$ cat config.mk
export PLATFORM = sky130hd
export DESIGN_NAME = edge_pattern_generator
export DESIGN_NICKNAME = d
export VERILOG_FILES = /design/src/rtl/edge_pattern_generator_pkg.sv /design/src/rtl/edge_pattern_generator.sv
export SDC_FILE = /design/constraint.sdc
export NUM_CORES = 1
export LEC_CHECK = 0
export BUFFER_PORTS_ARGS = -buffer_cell sky130_fd_sc_hd__buf_4
export CAP_MARGIN = 20
export CELL_PAD_IN_SITES_DETAIL_PLACEMENT = 1
export CELL_PAD_IN_SITES_GLOBAL_PLACEMENT = 2
export CORE_MARGIN = 2
export CORE_UTILIZATION = 34
export DETAILED_ROUTE_END_ITERATION = 16
export GPL_ROUTABILITY_DRIVEN = 0
export PLACE_DENSITY = 0.82
export SETUP_SLACK_MARGIN = 0.4
export SLEW_MARGIN = 10
export SYNTH_ARGS = -nofsm -noshare
export SYNTH_HDL_FRONTEND = slang
export SYNTH_SLANG_ARGS = --single-unit
$ cat constraint.sdc
create_clock -name clk -period 2.4 [get_ports clk]
set_clock_uncertainty 0.15 [all_clocks]
set_input_delay 0.24 -clock clk [delete_from_list [all_inputs] [get_ports clk]]
set_output_delay 0.24 -clock clk [all_outputs]
set_load 0.01 [all_outputs]
$ cat src/rtl/edge_pattern_generator_pkg.sv
// Constants shared between the edge pattern generator and the edge detectors
// that receive its serial line.
package edge_pattern_generator_pkg;

  localparam int SEQ_MIN_WIDTH = 2;

endpackage

$ cat src/rtl/edge_pattern_generator.sv
// Serial edge/pulse generator: turns rise/fall/pulse strobes into a registered
// line that is held stable for a minimum number of cycles after each transition.
module edge_pattern_generator
  import edge_pattern_generator_pkg::*;
#(
  parameter int width     = SEQ_MIN_WIDTH,
  parameter int cnt_width = 16
) (
  input  logic                 clk,
  input  logic                 rst_n,
  input  logic                 rise_req,
  input  logic                 fall_req,
  input  logic                 pulse_req,
  input  logic [cnt_width-1:0] pulse_len,
  output logic                 sequence_out,
  output logic                 busy,
  output logic                 req_ack,
  output logic                 req_drop
);

  localparam logic [2:0] IDLE_LOW   = 3'd0;
  localparam logic [2:0] HOLD_HIGH  = 3'd1;
  localparam logic [2:0] IDLE_HIGH  = 3'd2;
  localparam logic [2:0] PULSE_HIGH = 3'd3;
  localparam logic [2:0] HOLD_LOW   = 3'd4;

  localparam logic [cnt_width-1:0] HOLD_LEN = cnt_width'(width);
  localparam logic [cnt_width-1:0] ONE      = cnt_width'(1);

  logic [2:0]           state_q, state_d;
  logic [cnt_width-1:0] cnt_q, cnt_d;
  logic                 seq_q, seq_d;
  logic                 busy_q, busy_d;
  logic                 ack_q, ack_d;
  logic                 drop_q, drop_d;

  logic                 any_req, multi_req;
  logic                 acc_pulse, acc_rise, acc_fall, accept;
  logic [cnt_width-1:0] pulse_load;

  // Strict priority: only the top-priority request is considered; if it is not
  // applicable in the current state, everything asserted this cycle is refused.
  assign any_req   = rise_req | fall_req | pulse_req;
  assign multi_req = (rise_req & fall_req) | (rise_req & pulse_req) | (fall_req & pulse_req);
  assign acc_pulse = (state_q == IDLE_LOW) & pulse_req;
  assign acc_rise  = (state_q == IDLE_LOW) & rise_req & ~pulse_req;
  assign acc_fall  = (state_q == IDLE_HIGH) & fall_req & ~pulse_req & ~rise_req;
  assign accept    = acc_pulse | acc_rise | acc_fall;
  assign pulse_load = (pulse_len < HOLD_LEN) ? HOLD_LEN : pulse_len;

  always_ff @(posedge clk or negedge rst_n) begin
    if (!rst_n) begin
      state_q <= IDLE_LOW;
      cnt_q   <= '0;
      seq_q   <= 1'b0;
      busy_q  <= 1'b0;
      ack_q   <= 1'b0;
      drop_q  <= 1'b0;
    end else begin
      state_q <= state_d;
      cnt_q   <= cnt_d;
      seq_q   <= seq_d;
      busy_q  <= busy_d;
      ack_q   <= ack_d;
      drop_q  <= drop_d;
    end
  end

  // The counter holds the number of cycles left in the current state, ending at 1.
  always_comb begin
    state_d = state_q;
    cnt_d   = cnt_q;
    case (state_q)
      IDLE_LOW: begin
        if (acc_pulse) begin
          state_d = PULSE_HIGH;
          cnt_d   = pulse_load;
        end else if (acc_rise) begin
          state_d = HOLD_HIGH;
          cnt_d   = HOLD_LEN;
        end
      end
      HOLD_HIGH: begin
        if (cnt_q <= ONE) begin
          state_d = IDLE_HIGH;
          cnt_d   = '0;
        end else begin
          cnt_d = cnt_q - ONE;
        end
      end
      IDLE_HIGH: begin
        if (acc_fall) begin
          state_d = HOLD_LOW;
          cnt_d   = HOLD_LEN;
        end
      end
      PULSE_HIGH: begin
        if (cnt_q <= ONE) begin
          state_d = HOLD_LOW;
          cnt_d   = HOLD_LEN;
        end else begin
          cnt_d = cnt_q - ONE;
        end
      end
      HOLD_LOW: begin
        if (cnt_q <= ONE) begin
          state_d = IDLE_LOW;
          cnt_d   = '0;
        end else begin
          cnt_d = cnt_q - ONE;
        end
      end
      default: begin
        state_d = IDLE_LOW;
        cnt_d   = '0;
      end
    endcase
  end

  always_comb begin
    seq_d  = (state_d == HOLD_HIGH) || (state_d == IDLE_HIGH) || (state_d == PULSE_HIGH);
    busy_d = (state_d == HOLD_HIGH) || (state_d == PULSE_HIGH) || (state_d == HOLD_LOW);
    ack_d  = accept;
    drop_d = any_req & (~accept | multi_req);
  end

  assign sequence_out = seq_q;
  assign busy         = busy_q;
  assign req_ack      = ack_q;
  assign req_drop     = drop_q;

endmodule

==> results.toml, run 1 <==
[outcome]
status = "finished clean"

[yosys]
yosysSeqAreaShare_pct = 38.3
syn_nets = 188
ys_warn_count = 0
avgSynthCellArea_um2 = 9.10
syn_inst = 165
mappedNetlistArea_um2 = 1500
ys.flop_type = "dfrtp_1"
yosysUniqueCellTypes = 49
ys_ff_latch = 23
synthArstFlopShare_pct = 100
synth-edff-count = 0

[grt]
grt_pass1_wl_um = 8480
grt_busiest_layer = "met2"
grt_pass1_vias = 1731
grt_util_all_layers_pct = 21.7
gr-total-overflow = 0
grt_max_degree = 24
use_met2_pct = 40.0
gr-usage-met3_pct = 4.04
antenna_found_initial = 0
grtUsageMet1_pct = 24.6

[timing]
whs_ns = 0.0577
worstMarginPinSlew_ns = 0.475
rsz0062_at_grt = "true"
setup_viol = 0
period_needed_ns = 2.03
timing.final.ws_setup_ns = 0.372
max_slew_margin_pct = 68.0
fmax_mhz = 493
final.period_utilization_pct = 84.5
tns_ns = 0
final_max_slew_viol_count = 0
final-hold-violation-count = 0

[critical_path]
criticalPathCategory = "reg -> reg"
crit_path_end_kind = "flip-flop"
critPathSlowestCell = "dfrtp_2"
crit_start = "cnt_q[7]$_DFFE_PN0P_"
cp-start-kind = "flip-flop"
path_max_fanout = 7
slowest_delay_ns = 0.43
reg2reg_from = "cnt_q[7]$_DFFE_PN0P_"
cp.arrival_ns = 2.05
path_cells = "nor4_4 -> o2111a_2 -> a21boi_1 -> buf_4 -> a32o_1 -> a21o_1"
rrSetupSlack_ns = 0.37
crit_required_ns = 2.42

[power_and_ir_drop]
p_switching_w = 0.00118
p_int_w = 0.00139
p_per_area_nw_per_um2 = 1250
comb_power_share_pct = 59.6
total_power_w = 0.00258
clockPowerShare_pct = 9.9
p_leak_nw = 0.860
peakVddDrop_uv = 515
sequentialPowerShare_pct = 30.5
swShare_pct = 45.9

[drt]
ant_nets = 0
drt_wl_total_um = 5010
drc = 0
dr_total_vias = 1544
firstDrtPassIters = 4
via_per_inst = 5.92
drt_iter0_markers = 50
wl_per_cell_um = 19.2

[die]
io_pins = 25
start_util_pct = 35.0
core_um2 = 4290
die_h_um = 70.5
die_w_um = 70.5
rows = 24
die_area_um2 = 4960

[clock_tree]
cts_tree = "built"
cts_root_buf = "clkbuf_8"
clock-sinks = 23
clk_pin_slew_ns = 0.09
cts_buffer_depth = 2
h-tree-depth = 1
clk_latency_ns = 0.27
numCtsBuffers = 3

[placement]
dpl.hpwl_um = 3570
place_ws_ns = 0.234
place_area_um2 = 1790
port-buffer-count = 24

[final_layout]
final_cell_area_um2 = 2070
final_common_cell = "buf_4"
most-common-layout-cells = "buf_4, dfrtp_1, nor2_1"
antennaDiodeCount = 0
syn_to_final_growth_pct = 37.7
final-seq-area_um2 = 586
drive_gt1_share_pct = 39.7
fillers = 510
multi_input_area_um2 = 985
fin_nets = 233

[hold_path]
hold_class = "in -> reg"
hold_start = "pulse_len[14]"

[flow_run]
drv_cap = 0
==> per-layer routing <==
| metal | share of wire, % | up-vias |
|---|---|---|
| li1 | - | 715 |
| met1 | 41 | 782 |
| met2 | 54 | 37 |
| met3 | 3.7 | 10 |
| met4 | 1.9 | 0 |
| met5 | 0 | - |
==> metrics by stage <==
stage | cells | util [%]
after global routing | 261 | 48.1
after CTS | 258 | 46.8
after floorplan | 165 | -
final | 261 | 48.1
after global placement | 243 | 41.8
after detailed placement | 243 | 41.8
==> power by group through the flow <==
| stage | registers, W | logic, W | clock network [W] |
|---|---|---|---|
| floorplan | 0.000701 | 0.000856 | 0 |
| global placement | 0.000752 | 0.00117 | 0 |
| detailed placement | 0.000763 | 0.00121 | 0 |
| CTS | 0.000766 | 0.00146 | 0.000263 |
| global route | 0.000817 | 0.00167 | 0.000281 |
| finish | 0.000784 | 0.00154 | 0.000256 |
==> state kept, by name, summed over array words and instances (netlist names) <==
signal	count
cnt_q	16
state_q	3
busy	1
req_ack	1
req_drop	1
sequence_out	1
==> critical path: cells and delay by family (launching register included) <==
family | cells | cell delay, ns
buffers and inverters | 1 | 0.18
AOI/OAI and AO/OA | 4 | 0.76
and+or+nand+nor | 1 | 0.40
DFF | 1 | 0.43
==> final cells by class <==
cell class	count	share of cell area (%)
clock buffers	3	2.00
clock inverters	1	0.242
inverters	7	1.27
multi-input cells	129	47.6
flip-flops and latches	23	28.3
well taps	52	3.15
repair buffers	46	17.4
==> synth_stat cells (3+ instances only) <==
cell	number	area [um2]
inv_1	7	26.3
o21a_1	3	22.5
a21o_1	7	52.6
nor2_1	14	52.6
dfrtp_1	23	576
nor3_1	9	45.0
clkbuf_1	3	11.3
nand3_1	5	25.0
a22oi_1	7	52.6
a21oi_1	7	35.0
nor4_1	4	25.0
o21ai_0	14	70.1
nand2_1	10	37.5
o41ai_1	3	26.3
==> repair_timing <==
item | in CTS | in global routing
resized for setup | 23 | 11
endpoints found under the setup margin | 13 | 15
hold buffers | 1 | 0
gates cloned | 0 | 0
hold endpoints to repair | 23 | 0
pin swaps | 11 | 8
buffers inserted | 10 | 3
==> path summary, 6_finish.rpt <==
kind | to | cells after the start
worst max-delay path | cnt_q[10]$_DFFE_PN0P_ | 6
worst min-delay path | cnt_q[14]$_DFFE_PN0P_ | 3
worst max register to register | cnt_q[10]$_DFFE_PN0P_ | 6
worst min register to register | cnt_q[0]$_DFFE_PN0P_ | 1
max in group asynchronous | cnt_q[5]$_DFFE_PN0P_ | 2
min in group asynchronous | req_drop$_DFF_PN0_ | 2
==> kinds of logic after synthesis <==
family	synth area share, %
flops	38.3
buf+inv	3.83
xor+xnor	1.75
simple gates	25.5
compound gates	28.9
fa+ha+maj	1.67
Note: power is estimated with default switching activity, not from simulation.
==> run 2, diff against run 1 <==
==> constraint.sdc (replaced) <==
create_clock -name clk -period 2 [get_ports clk]
set_clock_uncertainty 0.15 [all_clocks]
set_input_delay 0.2 -clock clk [delete_from_list [all_inputs] [get_ports clk]]
set_output_delay 0.2 -clock clk [all_outputs]
set_load 0.01 [all_outputs]
==> results.toml, run 2 (synthesis gave the netlist of run 1 again) <==
[timing]
final.period_utilization_pct = 102
period_needed_ns = 2.05
max_slew_margin_pct = 73.7
setup_viol = 5
fmax_mhz = 488
worstMarginPinSlew_ns = 0.394
tns_ns = -0.124
final_max_slew_viol_count = 0
rsz0062_at_grt = "true"
final-hold-violation-count = 0
timing.final.ws_setup_ns = -0.0476

[drt]
ant_nets = 0
dr_total_vias = 1615
drc = 0
via_per_inst = 5.85
drt_iter0_markers = 46
wl_per_cell_um = 18.1
drt_wl_total_um = 5000
firstDrtPassIters = 4

[critical_path]
reg2reg_depth = 6
cp.arrival_ns = 2.07
r2r_end = "cnt_q[9]$_DFFE_PN0P_"
rrSetupSlack_ns = -0.05
reg2reg_from = "cnt_q[7]$_DFFE_PN0P_"
crit_path_end_kind = "flip-flop"
path_max_fanout = 6
cp-start-kind = "flip-flop"
crit_required_ns = 2.02
criticalPathCategory = "reg -> reg"

[final_layout]
fillers = 509
most-common-layout-cells = "buf_4, dfrtp_1, nor2_1"
fin_nets = 248
syn_to_final_growth_pct = 44.3
antennaDiodeCount = 0
drive_gt1_share_pct = 42.9
final_common_cell = "buf_4"
top_regs = "cnt_q: 16 flops, state_q: 3 flops"
multi_input_area_um2 = 971
largest_reg_flops = 16
top_register = "cnt_q"
stdcell_count = 276
final-seq-area_um2 = 578

[grt]
grt_max_degree = 24
gr-total-overflow = 0
antenna_found_initial = 0
grt_pass1_wl_um = 8300
grt_util_all_layers_pct = 21.1
grt_pass1_vias = 1671

[clock_tree]
cts_buffer_depth = 2
cts_tree = "built"
h-tree-depth = 1
numCtsBuffers = 3
cts_root_buf = "clkbuf_8"
clk_latency_ns = 0.27
clk_pin_slew_ns = 0.09
clock-sinks = 23

[die]
die_w_um = 70.5
core_um2 = 4290
start_util_pct = 35.0
rows = 24
io_pins = 25
die_area_um2 = 4960
die_h_um = 70.5

[outcome]
status = "finished, violations left"
violations = "negative setup slack"

[hold_path]
hold_start = "pulse_len[9]"
hold_depth = 2
hold_class = "in -> reg"
whs_endpoint = "cnt_q[9]$_DFFE_PN0P_"

[placement]
port-buffer-count = 24
place_inst = 264
dpl.hpwl_um = 3650

[power_and_ir_drop]
p_leak_nw = 0.965
peakVddDrop_uv = 556
p_per_area_nw_per_um2 = 1520

[flow_run]
drv_cap = 0
run 2: changes by cell type in the layout (fill, tap and decap cells not counted), moves of 2 or more:
cell | previous run | this run
buf_4 | 42 | 55
nor4_4 | 4 | 2
dfrtp_1 | 15 | 21
o21ai_1 | 4 | 8
buf_6 | 3 | 5
o21ai_2 | 0 | 4
dfrtp_2 | 8 | 2
nand2_2 | 2 | 0
o21ai_0 | 11 | 4
nor4_2 | 0 | 3
run 2: timing repair:
item                                   CTS  global route
hold buffers                             1             0
setup endpoints to repair               20            21
endpoints found under the hold margin   23             0
resized for setup                       17            11
setup buffers                            4             3
pin swaps                                8            10
run 2: area by class of cell:
cell class / instances / share of cell area [%]
clock inverter: 1 / 0.231
inverter: 7 / 1.21
multi-input combinational: 129 / 44.8
clock buffer: 3 / 1.91
tap: 52 / 3.00
timing repair buffer: 61 / 22.1
sequential: 23 / 26.7
run 2: power by group:
group / internal [W] / switching (W) / total (W)
Sequential: 0.000652 / 0.000185 / 0.000837
Clock: 0.000140 / 0.000173 / 0.000313
Combinational: 0.00106 / 0.00108 / 0.00213
Total: 0.00185 / 0.00143 / 0.00328
run 2: worst max-delay path, cell delays in order (launching register included):
cell and delay [ns]:
dfrtp_2 0.44, nor4_4 0.34, o2111ai_2 0.24, o21ai_4 0.33
buf_6 0.16, a21oi_2 0.03, a221o_1 0.25
run 2: layer usage:
metal | routed length (um) | GRT usage (%)
met3 | 152 | 2.31
met2 | 2610 | 36.8
met1 | 2190 | 27.8
met4 | 50 | 5.13
met5 | 0 | 0
run 2: worst max-delay path by stage:
stage / start / end / slack (ns) / cells after the start
after detailed placement: cnt_q[1]$_DFFE_PN0P_ / cnt_q[12]$_DFFE_PN0P_ / -0.01 / 7
after global routing: cnt_q[7]$_DFFE_PN0P_ / cnt_q[1]$_DFFE_PN0P_ / -0.14 / 6
after CTS: cnt_q[7]$_DFFE_PN0P_ / cnt_q[10]$_DFFE_PN0P_ / 0.02 / 6
after global placement: cnt_q[12]$_DFFE_PN0P_ / cnt_q[14]$_DFFE_PN0P_ / 0.03 / 6
after floorplan: cnt_q[1]$_DFFE_PN0P_ / cnt_q[12]$_DFFE_PN0P_ / 0.08 / 8
final: cnt_q[7]$_DFFE_PN0P_ / cnt_q[9]$_DFFE_PN0P_ / -0.05 / 6
run 2: metrics by stage:
step	cell area (um2)	hold WS, ns	total power (W)	setup WS [ns]	utilization (%)
3_5_place_dp	1960	-0.0248	0.00268	-0.0104	45.6
3_3_place_gp	1960	-0.0310	0.00262	0.0338	45.6
5_1_grt	2170	0.0157	0.00352	-0.142	50.4
2_1_floorplan	1530	-0.246	0.00191	0.0803	-
6_report	2170	0.00625	0.00328	-0.0476	50.4
4_1_cts	2100	0.00624	0.00318	0.0151	49.0
==> run 3, diff against run 2 <==
--- a/config.mk
+++ b/config.mk
@@ -5,15 +5,16 @@
 export SDC_FILE = /design/constraint.sdc
 export NUM_CORES = 1
 export LEC_CHECK = 0
-export BUFFER_PORTS_ARGS = -buffer_cell sky130_fd_sc_hd__buf_4
+export ABC_AREA = 1
 export CAP_MARGIN = 20
 export CELL_PAD_IN_SITES_DETAIL_PLACEMENT = 1
 export CELL_PAD_IN_SITES_GLOBAL_PLACEMENT = 2
 export CORE_MARGIN = 2
 export CORE_UTILIZATION = 34
 export DETAILED_ROUTE_END_ITERATION = 16
+export DONT_BUFFER_PORTS = 1
 export GPL_ROUTABILITY_DRIVEN = 0
-export PLACE_DENSITY = 0.82
+export PLACE_DENSITY = 0.81
 export SETUP_SLACK_MARGIN = 0.4
 export SLEW_MARGIN = 10
 export SYNTH_ARGS = -nofsm -noshare
==> results.toml, run 3 <==
[outcome]
status = "finished, violations left"
violations = "negative hold slack"

[final_layout]
drive_gt1_share_pct = 19.8
antennaDiodeCount = 0
finish.utilization_pct = 47.5
largest_reg_flops = 16
fin_nets = 281
top_regs = "cnt_q: 16 flops, state_q: 3 flops"
syn_to_final_growth_pct = 35.6
final_common_cell = "nand2_1"
top_register = "cnt_q"
most-common-layout-cells = "nand2_1, nor2_1, nand3_1"

[critical_path]
crit_path_end_kind = "flip-flop"
crit_required_ns = 2.03
criticalPathCategory = "reg -> reg"
cp-start-kind = "flip-flop"
path_max_fanout = 6
cp.arrival_ns = 1.66

[clock_tree]
clk_pin_slew_ns = 0.10
cts_root_buf = "clkbuf_8"
cts_buffer_depth = 2
cts_tree = "built"
numCtsBuffers = 3
clock-sinks = 23
h-tree-depth = 1
clk_latency_ns = 0.27

[timing]
period_needed_ns = 1.63
max_slew_margin_pct = 79.1
worstMarginPinSlew_ns = 0.312
whs_ns = -0.0248
tns_ns = 0
final-hold-violation-count = 1
fmax_mhz = 612
final.period_utilization_pct = 81.6
setup_viol = 0
final_max_slew_viol_count = 0
rsz0062_at_grt = "true"

[yosys]
muxShareOfSynthArea_pct = 0
yosys.area.top_type_share_pct = 38.2
mappedNetlistArea_um2 = 1510
yosysUniqueCellTypes = 23
synth-edff-count = 0
synth_top_family_by_area = "simple AND/OR/NAND/NOR gates"
synth-xor-area-share_pct = 5.24
synth-simple-area-share_pct = 43.3
synthArstFlopShare_pct = 100
synth_compound_area_share_pct = 3.99
synth_area_leader_cell = "dfrtp_1"
syn_nets = 246
yosysSeqAreaShare_pct = 38.2
post-synth-top-count-cell = "nand2_1"
synth.top_cells.by_count = "nand2_1, nor2_1, nand3_1, dfrtp_1, inv_1"
synth_fa_ha_area_share_pct = 1.66
ys_warn_count = 0
avgSynthCellArea_um2 = 6.75
synth.area.top_cells = "dfrtp_1, nand2_1, nand3_1"
syn_inst = 223
ys.flop_type = "dfrtp_1"
ys_ff_latch = 23

[die]
die_w_um = 70.5
core_um2 = 4290
io_pins = 25
start_util_pct = 35.1
rows = 24
die_h_um = 70.5
die_area_um2 = 4980

[hold_path]
hold_class = "in -> reg"

[grt]
antenna_found_initial = 0
grt_max_degree = 24
gr-total-overflow = 0
grt_pass1_wl_um = 7260
grt_pass1_vias = 1608
grt_util_all_layers_pct = 18.3

[drt]
via_per_inst = 4.87
drt_iter0_markers = 55
drc = 0
dr_total_vias = 1505
wl_per_cell_um = 14.2
firstDrtPassIters = 4
ant_nets = 0
drt_wl_total_um = 4380

[placement]
dpl.hpwl_um = 2910
port-buffer-count = 0

[power_and_ir_drop]
p_per_area_nw_per_um2 = 584
p_leak_nw = 0.881
peakVddDrop_uv = 360

[flow_run]
drv_cap = 0
[run 3: changes by cell type after synthesis, sizes merged, moves of 7 or more]
| cell | before | now |
|---|---|---|
| nand2 | 10 | 86 |
| nand3 | 5 | 27 |
| nor2 | 14 | 35 |
| inv | 7 | 23 |
| o21ai | 17 | 8 |
| nor4 | 8 | 0 |
| a21o | 7 | 0 |
| a22oi | 7 | 0 |
[run 3: final timing paths]
check                                      start                      to  slack, ns  depth (start not counted)
min reg2reg                cnt_q[12]$_DFFE_PN0P_   cnt_q[12]$_DFFE_PN0P_       0.41                          2
max in group asynchronous                  rst_n    cnt_q[4]$_DFFE_PN0P_       1.34                          2
min in group asynchronous                  rst_n    cnt_q[2]$_DFFE_PN0P_       0.20                          2
max                         cnt_q[0]$_DFFE_PN0P_  sequence_out$_DFF_PN0_       0.37                          9
min                                     fall_req       req_ack$_DFF_PN0_      -0.02                          2
max reg2reg                 cnt_q[0]$_DFFE_PN0P_  sequence_out$_DFF_PN0_       0.37                          9
[run 3: through the flow]
step / hold WS [ns] / cells / area [um2] / setup WS [ns] / total power [W]
3_3_place_gp: -0.245 / 274 / 1560 / 0.218 / 0.000822
4_1_cts: 0.00534 / 307 / 1950 / 0.333 / 0.00120
5_1_grt: 0.00259 / 309 / 2040 / 0.213 / 0.00127
6_report: -0.0248 / 309 / 2040 / 0.367 / 0.00119
3_5_place_dp: -0.245 / 274 / 1560 / 0.185 / 0.000826
2_1_floorplan: -0.246 / 223 / 1510 / 0.412 / 0.000777
[run 3: repair_timing]
action,4_1_cts,5_1_grt
hold buffers,21,0
setup endpoints to repair,20,22
setup buffers,7,2
pin swaps,7,9
gates cloned,1,0
resized for setup,12,20
endpoints found under the hold margin,39,0
[run 3: cell families (layout without fill, tap and decap cells)]
group | count (synthesis) | after routing
compound gates | 11 | 12
fa+ha+maj | 2 | 2
buf+inv | 26 | 59
xor+xnor | 9 | 9
simple gates | 152 | 152
flops | 23 | 23
[run 3: area by class of cell]
class / count / area (um2)
clock inverters: 1 / 7.51
repair buffers: 32 / 315
fillers: 546 / 2250
multi-input cells: 175 / 946
clock buffers: 3 / 41.3
well taps: 52 / 65.1
inverters: 23 / 86.3
flip-flops and latches: 23 / 579
[run 3: power breakdown]
part / leakage (nW) / internal (W) / switching, W
combinational: 0.628 / 0.000127 / 0.000127
sequential: 0.232 / 0.000529 / 0.0000952
clock: 0.0217 / 0.000141 / 0.000173
[run 3: worst max-delay path, cell delays in order (launching register included)]
cell	delay, ns
dfrtp_2	0.45
inv_2	0.09
ha_4	0.14
o21ai_2	0.05
nor2_1	0.11
nand2_2	0.14
nand2_4	0.14
nand3_2	0.11
nor2_4	0.11
nand2_1	0.06
[run 3: routing by layer]
layer / part of all wire [%] / track usage (%) / up-vias
li1: - / - / 763
met1: 43 / 21.5 / 710
met2: 52 / 34.0 / 26
met3: 3.4 / 3.70 / 6
met4: 1.0 / 4.61 / 0
met5: 0 / 0 / -
